==> config.mk <==
export PLATFORM = sky130hd
export DESIGN_NAME = clk_div_multi
export DESIGN_NICKNAME = d
export VERILOG_FILES = /design/src/rtl/clk_div_pkg.sv /design/src/rtl/clk_div_sync_edge.sv /design/src/rtl/clk_div_multi.sv
export SDC_FILE = /design/constraint.sdc
export NUM_CORES = 1
export LEC_CHECK = 0
export ABC_CLOCK_PERIOD_IN_PS = 2310
export BUFFER_PORTS_ARGS = -buffer_cell sky130_fd_sc_hd__buf_2
export CORE_ASPECT_RATIO = 0.9
export CORE_MARGIN = 2
export CORE_UTILIZATION = 50
export DETAILED_ROUTE_END_ITERATION = 8
export PLACE_DENSITY = 0.67
export SLEW_MARGIN = 0
export SYNTH_ARGS = -nofsm -noshare
export SYNTH_HDL_FRONTEND = slang
export SYNTH_SLANG_ARGS = --single-unit
==> constraint.sdc <==
create_clock -name clk_in -period 2.31 [get_ports clk_in]
set_input_delay 0.1155 -clock clk_in [delete_from_list [all_inputs] [get_ports clk_in]]
set_output_delay 0.1155 -clock clk_in [all_outputs]
set_load 0.1 [all_outputs]
==> src/rtl/clk_div_pkg.sv <==
// Shared types and defaults for the clk_div_multi divider family.
package clk_div_pkg;

  localparam int MAX_MODES = 16;

  typedef logic [3:0]  sel_t;
  typedef logic [31:0] half_arr_t [MAX_MODES];

  localparam half_arr_t HALF_DEFAULT = '{
    32'd1500000, 32'd100, 32'd10, 32'd1,
    32'd1, 32'd1, 32'd1, 32'd1,
    32'd1, 32'd1, 32'd1, 32'd1,
    32'd1, 32'd1, 32'd1, 32'd1
  };

  typedef enum logic [1:0] {
    IDLE      = 2'd0,
    WAIT_RISE = 2'd1,
    WAIT_FALL = 2'd2
  } burst_state_t;

  // Out-of-range selections fall back to mode 0.
  function automatic logic [31:0] half_lookup(input half_arr_t tbl, input sel_t s,
                                              input int unsigned num_modes);
    if (32'(s) >= num_modes) return tbl[0];
    return tbl[s];
  endfunction

endpackage

==> src/rtl/clk_div_sync_edge.sv <==
// Two-flop synchroniser for an asynchronous level, followed by a rising-edge pulse.
module clk_div_sync_edge (
  input  logic clk_in,
  input  logic rst,
  input  logic din,
  output logic pulse
);

  logic sync1_reg;
  logic sync2_reg;
  logic prev_reg;

  always_ff @(posedge clk_in or posedge rst) begin
    if (rst) begin
      sync1_reg <= 1'b0;
      sync2_reg <= 1'b0;
      prev_reg  <= 1'b0;
    end else begin
      sync1_reg <= din;
      sync2_reg <= sync1_reg;
      prev_reg  <= sync2_reg;
    end
  end

  assign pulse = sync2_reg & ~prev_reg;

endmodule

==> src/rtl/clk_div_multi.sv <==
// Run-time selectable 50% duty clock divider with one-cycle rise/fall tick enables.
// Define CLK_DIV_STEP_EN to add the synchronised single-step burst input.
module clk_div_multi
  import clk_div_pkg::*;
#(
  parameter int NUM_MODES = 4,
  parameter int CNT_W     = 32,
  parameter int HALF0     = 1500000,
  parameter int HALF1     = 100,
  parameter int HALF2     = 10,
  parameter int HALF3     = 1,
  localparam int SEL_W    = (NUM_MODES > 1) ? $clog2(NUM_MODES) : 1
) (
  input  logic             clk_in,
  input  logic             rst,
  input  logic [SEL_W-1:0] sel,
  input  logic             run,
`ifdef CLK_DIV_STEP_EN
  input  logic             step,
`endif
  output logic             clk_out,
  output logic             tick_rise,
  output logic             tick_fall,
  output logic [SEL_W-1:0] active_sel
);

  half_arr_t        half_tbl;
  logic [31:0]      half_cur;
  logic [CNT_W-1:0] cnt_reg;
  logic [CNT_W-1:0] last_cnt;
  logic             boundary;
  logic             advance;
  logic [31:0]      sel_wide;
  logic [SEL_W-1:0] sel_eff;

  generate
    for (genvar gi = 0; gi < MAX_MODES; gi++) begin : g_half
      if (gi == 0) begin : g_m0
        assign half_tbl[gi] = 32'(HALF0);
      end else if (gi == 1) begin : g_m1
        assign half_tbl[gi] = 32'(HALF1);
      end else if (gi == 2) begin : g_m2
        assign half_tbl[gi] = 32'(HALF2);
      end else if (gi == 3) begin : g_m3
        assign half_tbl[gi] = 32'(HALF3);
      end else begin : g_mx
        assign half_tbl[gi] = HALF_DEFAULT[gi];
      end
    end
  endgenerate

  assign half_cur = half_lookup(half_tbl, sel_t'(active_sel), NUM_MODES);
  assign last_cnt = CNT_W'(half_cur - 32'd1);
  assign boundary = (cnt_reg == last_cnt);

  // Unused encodings of a non-power-of-2 mode count map onto mode 0.
  assign sel_wide = 32'(sel);
  assign sel_eff  = (sel_wide < 32'(NUM_MODES)) ? sel : '0;

`ifdef CLK_DIV_STEP_EN
  burst_state_t burst_reg;
  burst_state_t burst_next;
  logic         step_pulse;

  clk_div_sync_edge u_step_sync (
    .clk_in (clk_in),
    .rst    (rst),
    .din    (step),
    .pulse  (step_pulse)
  );

  // A burst runs through one rising boundary and the falling boundary after it.
  always_comb begin
    burst_next = burst_reg;
    if (run) begin
      burst_next = IDLE;
    end else begin
      case (burst_reg)
        IDLE:      if (step_pulse) burst_next = WAIT_RISE;
        WAIT_RISE: if (boundary && !clk_out) burst_next = WAIT_FALL;
        WAIT_FALL: if (boundary && clk_out) burst_next = IDLE;
        default:   burst_next = IDLE;
      endcase
    end
  end

  always_ff @(posedge clk_in or posedge rst) begin
    if (rst) burst_reg <= IDLE;
    else     burst_reg <= burst_next;
  end

  assign advance = run | (burst_reg != IDLE);
`else
  assign advance = run;
`endif

  always_ff @(posedge clk_in or posedge rst) begin
    if (rst) begin
      cnt_reg    <= '0;
      clk_out    <= 1'b0;
      tick_rise  <= 1'b0;
      tick_fall  <= 1'b0;
      active_sel <= '0;
    end else begin
      tick_rise <= 1'b0;
      tick_fall <= 1'b0;
      if (advance) begin
        if (boundary) begin
          cnt_reg    <= '0;
          clk_out    <= ~clk_out;
          tick_rise  <= ~clk_out;
          tick_fall  <= clk_out;
          active_sel <= sel_eff;
        end else begin
          cnt_reg <= cnt_reg + CNT_W'(1);
        end
      end
    end
  end

endmodule

# Word level (Yosys, flattened, before mapping)
# Memory sizes are Yosys's and may differ from the RTL's.
# Cells that the tools add are included.
# classes
n_addsub	2
n_lt_le_gt_ge	2
eq_ne	1
n_mux	8
n_bitwise	2
n_reduce_logical	1
# op_table
operator	n
32-bit two-way mux	3
32-bit by 1-bit adder with 32-bit output (second input constant)	1
32-bit equality test	1
32-bit by 1-bit subtractor with 32-bit output (second input constant)	1
5-bit greater-or-equal comparator (second input constant)	1
2-bit inverter with 5-bit output	1
1-bit two-way mux	4
2-bit by 3-bit less-than comparator with 1-bit output (second input constant)	1
2-bit two-way mux	1
2-bit AND reduction	1
1-bit inverter	1
# word_totals
ff_bits	37
romBits	512
inputBits	5
out_inout_bits	5
word_cells	22
mem_count	1
# memory_table
name	words	width	read_ports	rd_ports_with_merged_regs	wr	line_no	rtl
(name not given)	16	32	1	0	0	clk_div_pkg.sv:26	return tbl[s];

# Longest topological paths before layout
# Gate-level depths: netlist of run 1.
# depth
word_depth	8
ltp_mapped	7
ltp_nobuf	6

# Least setup slack after synthesis of run 1
# OpenSTA, ideal clock, no wires.
# synth_timing
path_kind	register -> register
startpoint	register active_sel[1]
endpoint	register active_sel[0]
setup_ns	0.127
arrival_ns	2.526
t_required_ns	2.183
slack_ns	-0.342
path_stages_with_launch	7
path_buffers	1
period_less_slack_ns	2.652
path_cell_list	dfrtp_1 > buf_2 > nand2b_1 > a2111oi_2 > o2111ai_2 > nor4_4 > mux2_4
# synth_via
elab_chain_len	7
# synth_lines
item	line_no	rtl
start, declared	clk_div_multi.sv:24	output logic [SEL_W-1:0] active_sel
start signal, assigned	clk_div_multi.sv:113	active_sel <= sel_eff;
2-bit inverter with 5-bit output (not written as such)	clk_div_pkg.sv:26	
memory 16 x 32 bit	-	
32-bit two-way mux (not written as such) (2 in series)	clk_div_pkg.sv:26	
32-bit by 1-bit subtractor with 32-bit output	clk_div_multi.sv:53	assign last_cnt = CNT_W'(half_cur - 32'd1);
32-bit equality test	clk_div_multi.sv:54	assign boundary = (cnt_reg == last_cnt);
2-bit AND reduction (no source line)	-	
# Every way passes these cells. The select of a mux whose other input is x is not followed.
# A chain may end at the register's enable or synchronous reset.

# Final worst setup path of run 1
# layout_timing
startpoint	register cnt_reg[14]
endpoint	register clk_out
# layout_via
elab_chain_len	2
# layout_lines
item	line_no	rtl
start, declared	clk_div_multi.sv:29	logic [CNT_W-1:0] cnt_reg;
start signal, assigned	clk_div_multi.sv:115	cnt_reg <= cnt_reg + CNT_W'(1);
32-bit equality test	clk_div_multi.sv:54	
2-bit AND reduction (no source line)	-	
end signal, assigned	clk_div_multi.sv:110	clk_out <= ~clk_out;
end, declared	clk_div_multi.sv:21	output logic clk_out,
# Every way passes these cells.

==> results of run 1 <==
[per-stage QoR]
step / instance area (um2) / util / hold WS [ns]
final: 2150 / 0.576 / 0.0449
after global placement: 2050 / 0.550 / 0.238
after CTS: 2150 / 0.576 / 0.0382
after detailed placement: 2050 / 0.550 / 0.250
after floorplan: 1950 / - / 0.264
after global routing: 2150 / 0.576 / 0.0362
[layout make-up]
cell class | count | area, um2
repair buffers | 14 | 85.1
fillers | 340 | 1580
clock inverters | 3 | 21.3
inverters | 12 | 45.0
well taps | 46 | 57.6
clock buffers | 5 | 68.8
flip-flops and latches | 37 | 931
multi-input cells | 136 | 942
[Yosys cell counts (2+ instances only)]
master	number	area (um2)
dfrtp_1	37	926
xor2_1	15	131
nor4_1	4	25.0
inv_1	12	45.0
nand4_1	9	56.3
or3_1	3	18.8
nand2b_1	3	18.8
nor2_1	22	82.6
xnor2_1	14	123
nand3_1	9	45.0
o221ai_1	2	17.5
o21ai_0	2	10.0
buf_2	2	10.0
nor3_1	10	50.1
and3_1	4	25.0
nand2_1	13	48.8
mux2_4	2	30.0
nor4_4	2	42.5
nor4_2	3	37.5
[per-layer routing]
metal	vias up	share of wire	track usage
met1	702	0.48	0.271
met2	26	0.46	0.291
met3	5	0.040	0.0592
met5	-	0	0
met4	0	0.016	0.0865
li1	694	-	-
[power breakdown]
part           internal (mW)  total [mW]  switching (mW)
combinational          0.101       0.245           0.144
clock                  0.214       0.467           0.253
sequential             0.703       0.807           0.104
total                   1.02        1.52           0.502
[cells by family (layout without fill, tap and decap cells)]
group / count (synthesis) / count (layout)
and+or+nand+nor: 91 / 91
DFF: 37 / 37
xor gates and xnor gates: 29 / 29
buffers and inverters: 18 / 34
AOI/OAI and AO/OA: 12 / 12
muxes: 3 / 3
adders and majority gates: 1 / 1
[final timing paths]
check	startpoint	endpoint	slack, ns	cells past startpoint
worst max-delay path	cnt_reg[14]$_DFFE_PP0P_	clk_out$_DFFE_PP0P_	0.19	6
worst min-delay path	sel[1]	active_sel[1]$_DFFE_PP0P_	0.04	2
worst max register to register	cnt_reg[14]$_DFFE_PP0P_	clk_out$_DFFE_PP0P_	0.19	6
worst min register to register	cnt_reg[31]$_DFFE_PP0P_	cnt_reg[31]$_DFFE_PP0P_	0.48	1
max in group asynchronous	rst	active_sel[1]$_DFFE_PP0P_	1.49	4
min in group asynchronous	rst	cnt_reg[9]$_DFFE_PP0P_	0.46	4
[repair_timing]
action	in CTS	in global routing
hold endpoints to repair	37	0
setup endpoints to repair	0	0
hold buffers	1	0
[critical path, stage by stage, from the launching register on]
cell and delay (ns):
dfrtp_1 0.45, nor4_2 0.35, a21boi_1 0.11, o31a_1 0.31, nor4_4 0.38, buf_4 0.26, xor2_1 0.18
==> run_results.csv, run 1 <==
group,metric,value,unit
status,outcome,"completed",
clock_network,post_cts_buffers,0,
final_layout,nets,212,
final_layout,largest_reg_flops,32,
die,die_x,69.7,um
logic_synthesis,post_synth_and_or_nand_nor_area_fraction,0.273,
die,core-area,3730,um2
logic_synthesis,syn-mean-instance-area,10.2,um2
final_layout,drive_gt1_frac,0.179,
clock_network,cts_buffers,5,
worst_setup_path,path_class,"reg -> reg",
placement,place_inst,244,
drt,drtIter0Drc,63,
global_route,grt_usage,0.197,
logic_synthesis,netlist_instances,191,
drt,drc_errors,0,
sta,min_period,2.12,ns
sta,min_period_over_period,0.916,
power_and_ir_drop,power.leakage,0.965,nW
logic_synthesis,async_flop_share,1.00,
logic_synthesis,yosysSeqAreaShare,0.476,
placement,io_buffer_count,9,
power_and_ir_drop,pwr_density_cell,706,nW/um2
logic_synthesis,synth_top_family_by_area,"simple AND/OR/NAND/NOR gates",
logic_synthesis,yosys_most_used_dff,"dfrtp_1",
drt,vias_per_cell,5.64,
logic_synthesis,ys_warn_count,0,
job,drv_cap,0,
worst_setup_path,crit_path_start_kind,"flop",
drt,dr.pass1.iters,4,
clock_network,clock_latency,0.30,ns
sta,finalSetupTns,0,ns
logic_synthesis,synth_fa_ha_area_frac,0.00644,
final_layout,final_cells,253,
logic_synthesis,netlist_area,1940,um2
drt,ant_nets,0,
sta,relSlewSlack,0.641,
drt,wl_per_cell,15.3,um
clock_network,clock-sinks,37,
clock_network,clkSlewWorstSetupHoldPaths,0.08,ns
logic_synthesis,synthMuxAreaShare,0.0212,
die,die_y,63.1,um
sta,finalMaxSlewViolations,0,
sta,hold_violations,0,
power_and_ir_drop,vdd_drop_max,364,uV
final_layout,n_antenna_cell,0,
drt,totalWireLength,3860,um
logic_synthesis,ys_ff_latch,37,
placement,gp_congestion,0.914,
global_route,overflow,0,
die,ios,10,
clock_network,tritoncts,"built",
logic_synthesis,synth.distinct_cells,42,
global_route,grt_pass1_wl,6560,um
final_layout,area_growth,10.7,%
sta,finalSetupViolations,0,
worst_setup_path,cp-end-kind,"flop",
sta,fin_skew,0.00618,ns
worst_setup_path,arrival,2.34,ns
sta,rsz0062_at_grt,"no",
final_layout,mostFrequentLayoutCells,"dfrtp_1 (35), nor2_1 (22), xor2_1 (15), xnor2_1 (14), nand2_1 (13)",
worst_setup_path,path_max_fanout,12,
die,start_util,0.521,
clock_network,htree_levels,2,
hold_path,hp-class,"in -> reg",
logic_synthesis,synth_compound_area_frac,0.0534,
global_route,grt_start_max_net_pins,38,
sta,fmax,472,MHz
clock_network,post_cts_resized,0,
clock_network,clk_root_buffer_cell,"clkbuf_8",
sta,setup_slack,0.193,ns
global_route,grt_pass1_vias,1382,
worst_setup_path,required,2.53,ns
sta,worstMarginPinSlew,0.536,ns
die,rows,21,
global_route,antenna_found_initial,0,
logic_synthesis,synth_xor_area_frac,0.131,
logic_synthesis,synth_edf_count,0,
die,die_area,4400,um2
power_and_ir_drop,power,1.52,mW
placement,post-place-ws,0.210,ns
final_layout,mostFrequentLayoutCell,"dfrtp_1",
placement,post-dp-hpwl,2830,um
drt,vias,1427,
clock_network,clk_path_buf_depth,2,
logic_synthesis,syn_nets,197,
No activity file was read; power rests on OpenSTA's default activity.
==> run 2: changes to the inputs <==
--- a/config.mk
+++ b/config.mk
@@ -7,7 +7,7 @@
 export LEC_CHECK = 0
 export ABC_CLOCK_PERIOD_IN_PS = 2310
 export BUFFER_PORTS_ARGS = -buffer_cell sky130_fd_sc_hd__buf_2
-export CORE_ASPECT_RATIO = 0.9
+export CORE_ASPECT_RATIO = 1.4
 export CORE_MARGIN = 2
 export CORE_UTILIZATION = 50
 export DETAILED_ROUTE_END_ITERATION = 8
==> run 2 against run 1 <==
  * Sequential share of layout area fell by 0.57 points
  * Utilization increased by 1.6 points
  * Final cell count unchanged
  * Highest routed layer unchanged
  * Critical endpoint is now active_sel[1]$_DFFE_PP0P_
  * Clock skew rose by 0.0076 ns
  * Total power grew 1.7%
  * Flip-flop and latch count stayed put
  * Die area increased by 0.14%
  * Via count is essentially flat
  * First-iteration DRC count decreased by 22%
  * Fmax is 4.4% lower
  * Critical path depth stayed put
==> run_results.csv, run 2 (synthesized netlist as in run 1, its figures left out) <==
group,metric,value,unit
status,outcome,"completed",
worst_setup_path,cp-end-kind,"flop",
power_and_ir_drop,power.leakage,0.990,nW
power_and_ir_drop,internal-power,1.06,mW
drt,totalWireLength,4180,um
power_and_ir_drop,p_sw_frac,0.313,
placement,post-dp-hpwl,3100,um
drt,drc_errors,0,
worst_setup_path,required,2.49,ns
die,core-area,3680,um2
global_route,grt_pass1_wl,6930,um
sta,min_period_over_period,0.958,
global_route,use_met2,0.355,
power_and_ir_drop,power_frac_clock,0.297,
sta,finalSetupViolations,0,
final_layout,fin_util,0.593,
global_route,grt_start_max_net_pins,15,
sta,relSlewSlack,0.669,
final_layout,mostFrequentLayoutCell,"dfrtp_1",
die,die_area,4410,um2
clock_network,clkSlewWorstSetupHoldPaths,0.08,ns
global_route,grt_usage,0.210,
sta,min_period,2.21,ns
global_route,grt_pass1_vias,1423,
placement,io_buffer_count,9,
sta,fin_skew,0.0137,ns
job,drv_cap,0,
die,die_y,77.8,um
drt,wl_per_cell,16.5,um
worst_setup_path,arrival,2.40,ns
global_route,grtUsageMet1,0.246,
power_and_ir_drop,pwr-share-seq,0.513,
clock_network,post_cts_resized,0,
power_and_ir_drop,switchingPower,0.483,mW
global_route,use_met3,0.0533,
drt,vias,1426,
sta,finalSetupTns,0,ns
worst_setup_path,r2r_slack,0.1,ns
die,ios,10,
clock_network,clk_path_buf_depth,2,
drt,ant_nets,0,
clock_network,tritoncts,"built",
sta,hold_violations,0,
clock_network,cts_buffers,5,
power_and_ir_drop,pwr_density_cell,709,nW/um2
hold_path,min_from,"sel[0]",
worst_setup_path,path_class,"reg -> reg",
drt,dr.pass1.iters,4,
final_layout,largest_reg_flops,32,
hold_path,hold_depth,2,
clock_network,htree_levels,2,
placement,dpl_cell_area,2070,um2
sta,fmax,452,MHz
final_layout,n_antenna_cell,0,
worst_setup_path,path_max_fanout,4,
sta,finalMaxSlewViolations,0,
placement,gp_congestion,0.863,
clock_network,clk_root_buffer_cell,"clkbuf_8",
clock_network,clock-sinks,37,
final_layout,nets,217,
hold_path,worst_hold_path.endpoint,"active_sel[0]$_DFFE_PP0P_",
clock_network,clock_latency,0.29,ns
power_and_ir_drop,vdd_drop_max,586,uV
drt,drtIter0Drc,49,
sta,rsz0062_at_grt,"no",
power_and_ir_drop,pwr-share-comb,0.190,
final_layout,area_growth,12.2,%
global_route,busiest_layer,"met2",
final_layout,design_area,2180,um2
drt,vias_per_cell,5.64,
final_layout,drive_gt1_frac,0.190,
hold_path,hp-class,"in -> reg",
sta,worstMarginPinSlew,0.494,ns
worst_setup_path,crit_path_start_kind,"flop",
worst_setup_path,timing.rr.end,"active_sel[1]$_DFFE_PP0P_",
global_route,overflow,0,
global_route,antenna_found_initial,0,
die,die_x,56.7,um
worst_setup_path,reg2regPathDepth,6,
worst_setup_path,r2r-start,"cnt_reg[28]$_DFFE_PP0P_",
die,start_util,0.529,
final_layout,mostFrequentLayoutCells,"dfrtp_1 (35), nor2_1 (22), xor2_1 (15), xnor2_1 (14), nand2_1 (13)",
die,rows,26,
## run 2: final cells by class
type                       instances  area [um2]
sequential                        37         931
multi-input combinational        136         942
fill                             317        1500
tap                               42        52.6
timing repair buffer              19         123
clock buffer                       7        86.3
inverter                          12        45.0
## run 2: repair_timing
action	CTS	global route
endpoints found under the setup margin	0	1
endpoints found under the hold margin	9	0
buffers inserted	0	2
hold buffers	1	0
## run 2: worst max path at each step
stage | startpoint | end | depth (start not counted)
2_1_floorplan | active_sel[1]$_DFFE_PP0P_ | active_sel[0]$_DFFE_PP0P_ | 6
3_3_place_gp | cnt_reg[28]$_DFFE_PP0P_ | clk_out$_DFFE_PP0P_ | 6
3_5_place_dp | cnt_reg[28]$_DFFE_PP0P_ | clk_out$_DFFE_PP0P_ | 6
4_1_cts | cnt_reg[28]$_DFFE_PP0P_ | clk_out$_DFFE_PP0P_ | 6
5_1_grt | cnt_reg[28]$_DFFE_PP0P_ | active_sel[0]$_DFFE_PP0P_ | 6
6_report | cnt_reg[28]$_DFFE_PP0P_ | active_sel[1]$_DFFE_PP0P_ | 6
## run 2: metal layers
metal | up-vias | share of wire
met1 | 699 | 0.42
met3 | 5 | 0.032
li1 | 699 | -
met2 | 23 | 0.53
met5 | - | 0
met4 | 0 | 0.016
## run 2: power groups by stage
stage	Combinational, mW	Sequential [mW]	Clock, mW
final	0.293	0.793	0.459
after global routing	0.323	0.801	0.498
after CTS	0.294	0.793	0.475
after detailed placement	0.292	0.805	0
after global placement	0.280	0.798	0
after floorplan	0.198	0.796	0
## run 2: through the flow
stage	hold slack, ns	cells	setup slack [ns]	power (mW)
after floorplan	0.264	191	0.0402	0.994
after global routing	0.0479	253	0.0197	1.62
after global placement	0.111	243	0.136	1.08
after detailed placement	0.122	243	0.0995	1.10
final	0.0496	253	0.0964	1.55
after CTS	0.0409	251	0.0914	1.56
## run 2: worst max-delay path, stage by stage, from the launching register on
cell	delay [ns]
dfrtp_1	0.42
nor4_1	0.44
and4_1	0.26
o2111ai_2	0.20
nor4_4	0.32
buf_4	0.18
mux2_4	0.29
==> run 3: changes to the inputs <==
--- a/config.mk
+++ b/config.mk
@@ -10,6 +10,7 @@
 export CORE_ASPECT_RATIO = 1.4
 export CORE_MARGIN = 2
 export CORE_UTILIZATION = 50
+export CTS_BUF_LIST = sky130_fd_sc_hd__clkbuf_2
 export DETAILED_ROUTE_END_ITERATION = 8
 export PLACE_DENSITY = 0.67
 export SLEW_MARGIN = 0
==> run 3 against run 2 <==
  * Global-route usage shrank 0.17 points
  * First-iteration DRC count is 12% lower
  * Register-to-register slack better by 0.03 ns
  * Largest cell class unchanged
==> run_results.csv, run 3 (synthesized netlist as in run 1, its figures left out) <==
group,metric,value,unit
sta,hold_violations,0,
global_route,overflow,0,
clock_network,cts_buffers,5,
drt,m1WireLength,1800,um
worst_setup_path,critPathSlowestCell,"dfrtp_1",
final_layout,area_growth,10.8,%
sta,min_period_over_period,0.945,
clock_network,clock_latency,0.40,ns
drt,routed.top_layer,"met4",
placement,gp_congestion,0.863,
sta,fmax,458,MHz
final_layout,drive_gt1_frac,0.192,
power_and_ir_drop,pwr_density_cell,637,nW/um2
sta,finalSetupViolations,0,
clock_network,htree_levels,2,
hold_path,worst_hold_path.endpoint,"cnt_reg[0]$_DFFE_PP0P_",
drt,wl_met2,2130,um
sta,relSlewSlack,0.670,
final_layout,nets,219,
global_route,grt_usage,0.209,
sta,worstMarginPinSlew,0.493,ns
job,drv_cap,0,
power_and_ir_drop,power.leakage,0.981,nW
final_layout,design_area,2150,um2
worst_setup_path,r2r-start,"cnt_reg[6]$_DFFE_PP0P_",
clock_network,clock-sinks,37,
die,ios,10,
sta,finalMaxSlewViolations,0,
die,core-area,3680,um2
hold_path,hold_depth,3,
placement,io_buffer_count,9,
worst_setup_path,path_class,"reg -> reg",
clock_network,tritoncts,"built",
worst_setup_path,crit_chain,"nand4_2, nor4_2, nand3_2, nor4_2, xor2_1",
clock_network,clk_path_buf_depth,2,
global_route,grt_pass1_wl,7000,um
status,outcome,"completed",
drt,dr_wl_met3,136,um
die,die_x,56.7,um
sta,rsz0062_at_grt,"no",
drt,totalWireLength,4260,um
worst_setup_path,reg2regPathDepth,5,
hold_path,hp-class,"in -> reg",
final_layout,mostFrequentLayoutCell,"dfrtp_1",
final_layout,largest_reg_flops,32,
drt,wl_per_cell,16.7,um
worst_setup_path,timing.rr.end,"cnt_reg[31]$_DFFE_PP0P_",
drt,drtIter0Drc,43,
worst_setup_path,cpMostUsedCell,"nor4_2",
die,rows,26,
drt,drc_errors,0,
drt,vias_per_cell,5.81,
final_layout,mostFrequentLayoutCells,"dfrtp_1 (35), nor2_1 (22), xor2_1 (15), xnor2_1 (14), nand2_1 (13)",
worst_setup_path,cp-end-kind,"flop",
drt,ant_nets,0,
sta,finalSetupTns,0,ns
final_layout,n_antenna_cell,0,
worst_setup_path,crit_path_start_kind,"flop",
sta,fin_skew,0.0400,ns
worst_setup_path,required,2.61,ns
worst_setup_path,arrival,2.48,ns
worst_setup_path,r2r_slack,0.13,ns
global_route,grt_start_max_net_pins,15,
placement,dpl_cell_area,2070,um2
die,die_area,4410,um2
placement,post-dp-hpwl,3100,um
global_route,grt_pass1_vias,1476,
worst_setup_path,path_max_fanout,6,
drt,dr.pass1.iters,4,
die,start_util,0.529,
global_route,antenna_found_initial,0,
worst_setup_path,cp_slowest_stage_delay,0.55,ns
clock_network,clkSlewWorstSetupHoldPaths,0.21,ns
clock_network,clk_root_buffer_cell,"clkbuf_2",
hold_path,min_from,"run",
sta,min_period,2.18,ns
drt,vias,1481,
power_and_ir_drop,vdd_drop_max,577,uV
die,die_y,77.8,um
[run 3: cell types whose count changed in the layout (fill, tap and decap cells not counted)]
cell / previous run / this run
clkbuf_1: 1 / 0
clkbuf_2: 0 / 6
nor4_1: 4 / 3
clkinv_1: 0 / 1
nor4_2: 3 / 4
dlygate4sd3_1: 1 / 3
clkbuf_8: 6 / 0
[run 3: what timing repair did]
item | CTS | global route
setup endpoints to repair | 0 | 5
endpoints found under the hold margin | 11 | 0
hold buffers | 3 | 0
gates resized for setup | 0 | 1
setup buffers | 0 | 2
[run 3: routing by layer]
layer	vias up	global-route usage
met2	33	0.343
met5	-	0
met3	12	0.0500
met1	733	0.245
met4	0	0.117
li1	703	-
[run 3: final cells by class]
cell class,count,area [um2]
inverters,12,45.0
clock inverters,1,3.75
multi-input cells,136,948
fillers,320,1520
flip-flops and latches,37,931
clock buffers,6,30.0
repair buffers,21,143
well taps,42,52.6
[run 3: per-stage QoR]
step	hold WS (ns)	cells	setup slack (ns)	utilization	power (mW)
final	0.0577	255	0.127	0.586	1.37
after global routing	0.0470	255	0.0238	0.586	1.44
after CTS	0.0457	253	0.0901	0.580	1.38
after detailed placement	0.122	243	0.0995	0.563	1.10
after global placement	0.111	243	0.136	0.563	1.08
after floorplan	0.264	191	0.0402	-	0.994
[run 3: how the worst max path moves through the flow]
| stage | slack, ns | startpoint | to | depth (start not counted) |
|---|---|---|---|---|
| 2_1_floorplan | 0.04 | active_sel[1]$_DFFE_PP0P_ | active_sel[0]$_DFFE_PP0P_ | 6 |
| 3_3_place_gp | 0.14 | cnt_reg[28]$_DFFE_PP0P_ | clk_out$_DFFE_PP0P_ | 6 |
| 3_5_place_dp | 0.1 | cnt_reg[28]$_DFFE_PP0P_ | clk_out$_DFFE_PP0P_ | 6 |
| 4_1_cts | 0.09 | cnt_reg[28]$_DFFE_PP0P_ | clk_out$_DFFE_PP0P_ | 6 |
| 5_1_grt | 0.02 | cnt_reg[4]$_DFFE_PP0P_ | cnt_reg[31]$_DFFE_PP0P_ | 6 |
| 6_report | 0.13 | cnt_reg[6]$_DFFE_PP0P_ | cnt_reg[31]$_DFFE_PP0P_ | 5 |
[run 3: where the power goes]
group          switching, mW  leakage [nW]  internal [mW]
sequential            0.0923         0.463          0.703
combinational          0.170         0.491          0.124
clock                  0.211        0.0265         0.0706
[run 3: critical path: cells and delay by family (launching register included)]
| kind | cells | cell delay, ns |
|---|---|---|
| flip-flops | 1 | 0.55 |
| XOR/XNOR | 1 | 0.17 |
| AND/OR/NAND/NOR | 4 | 1.37 |
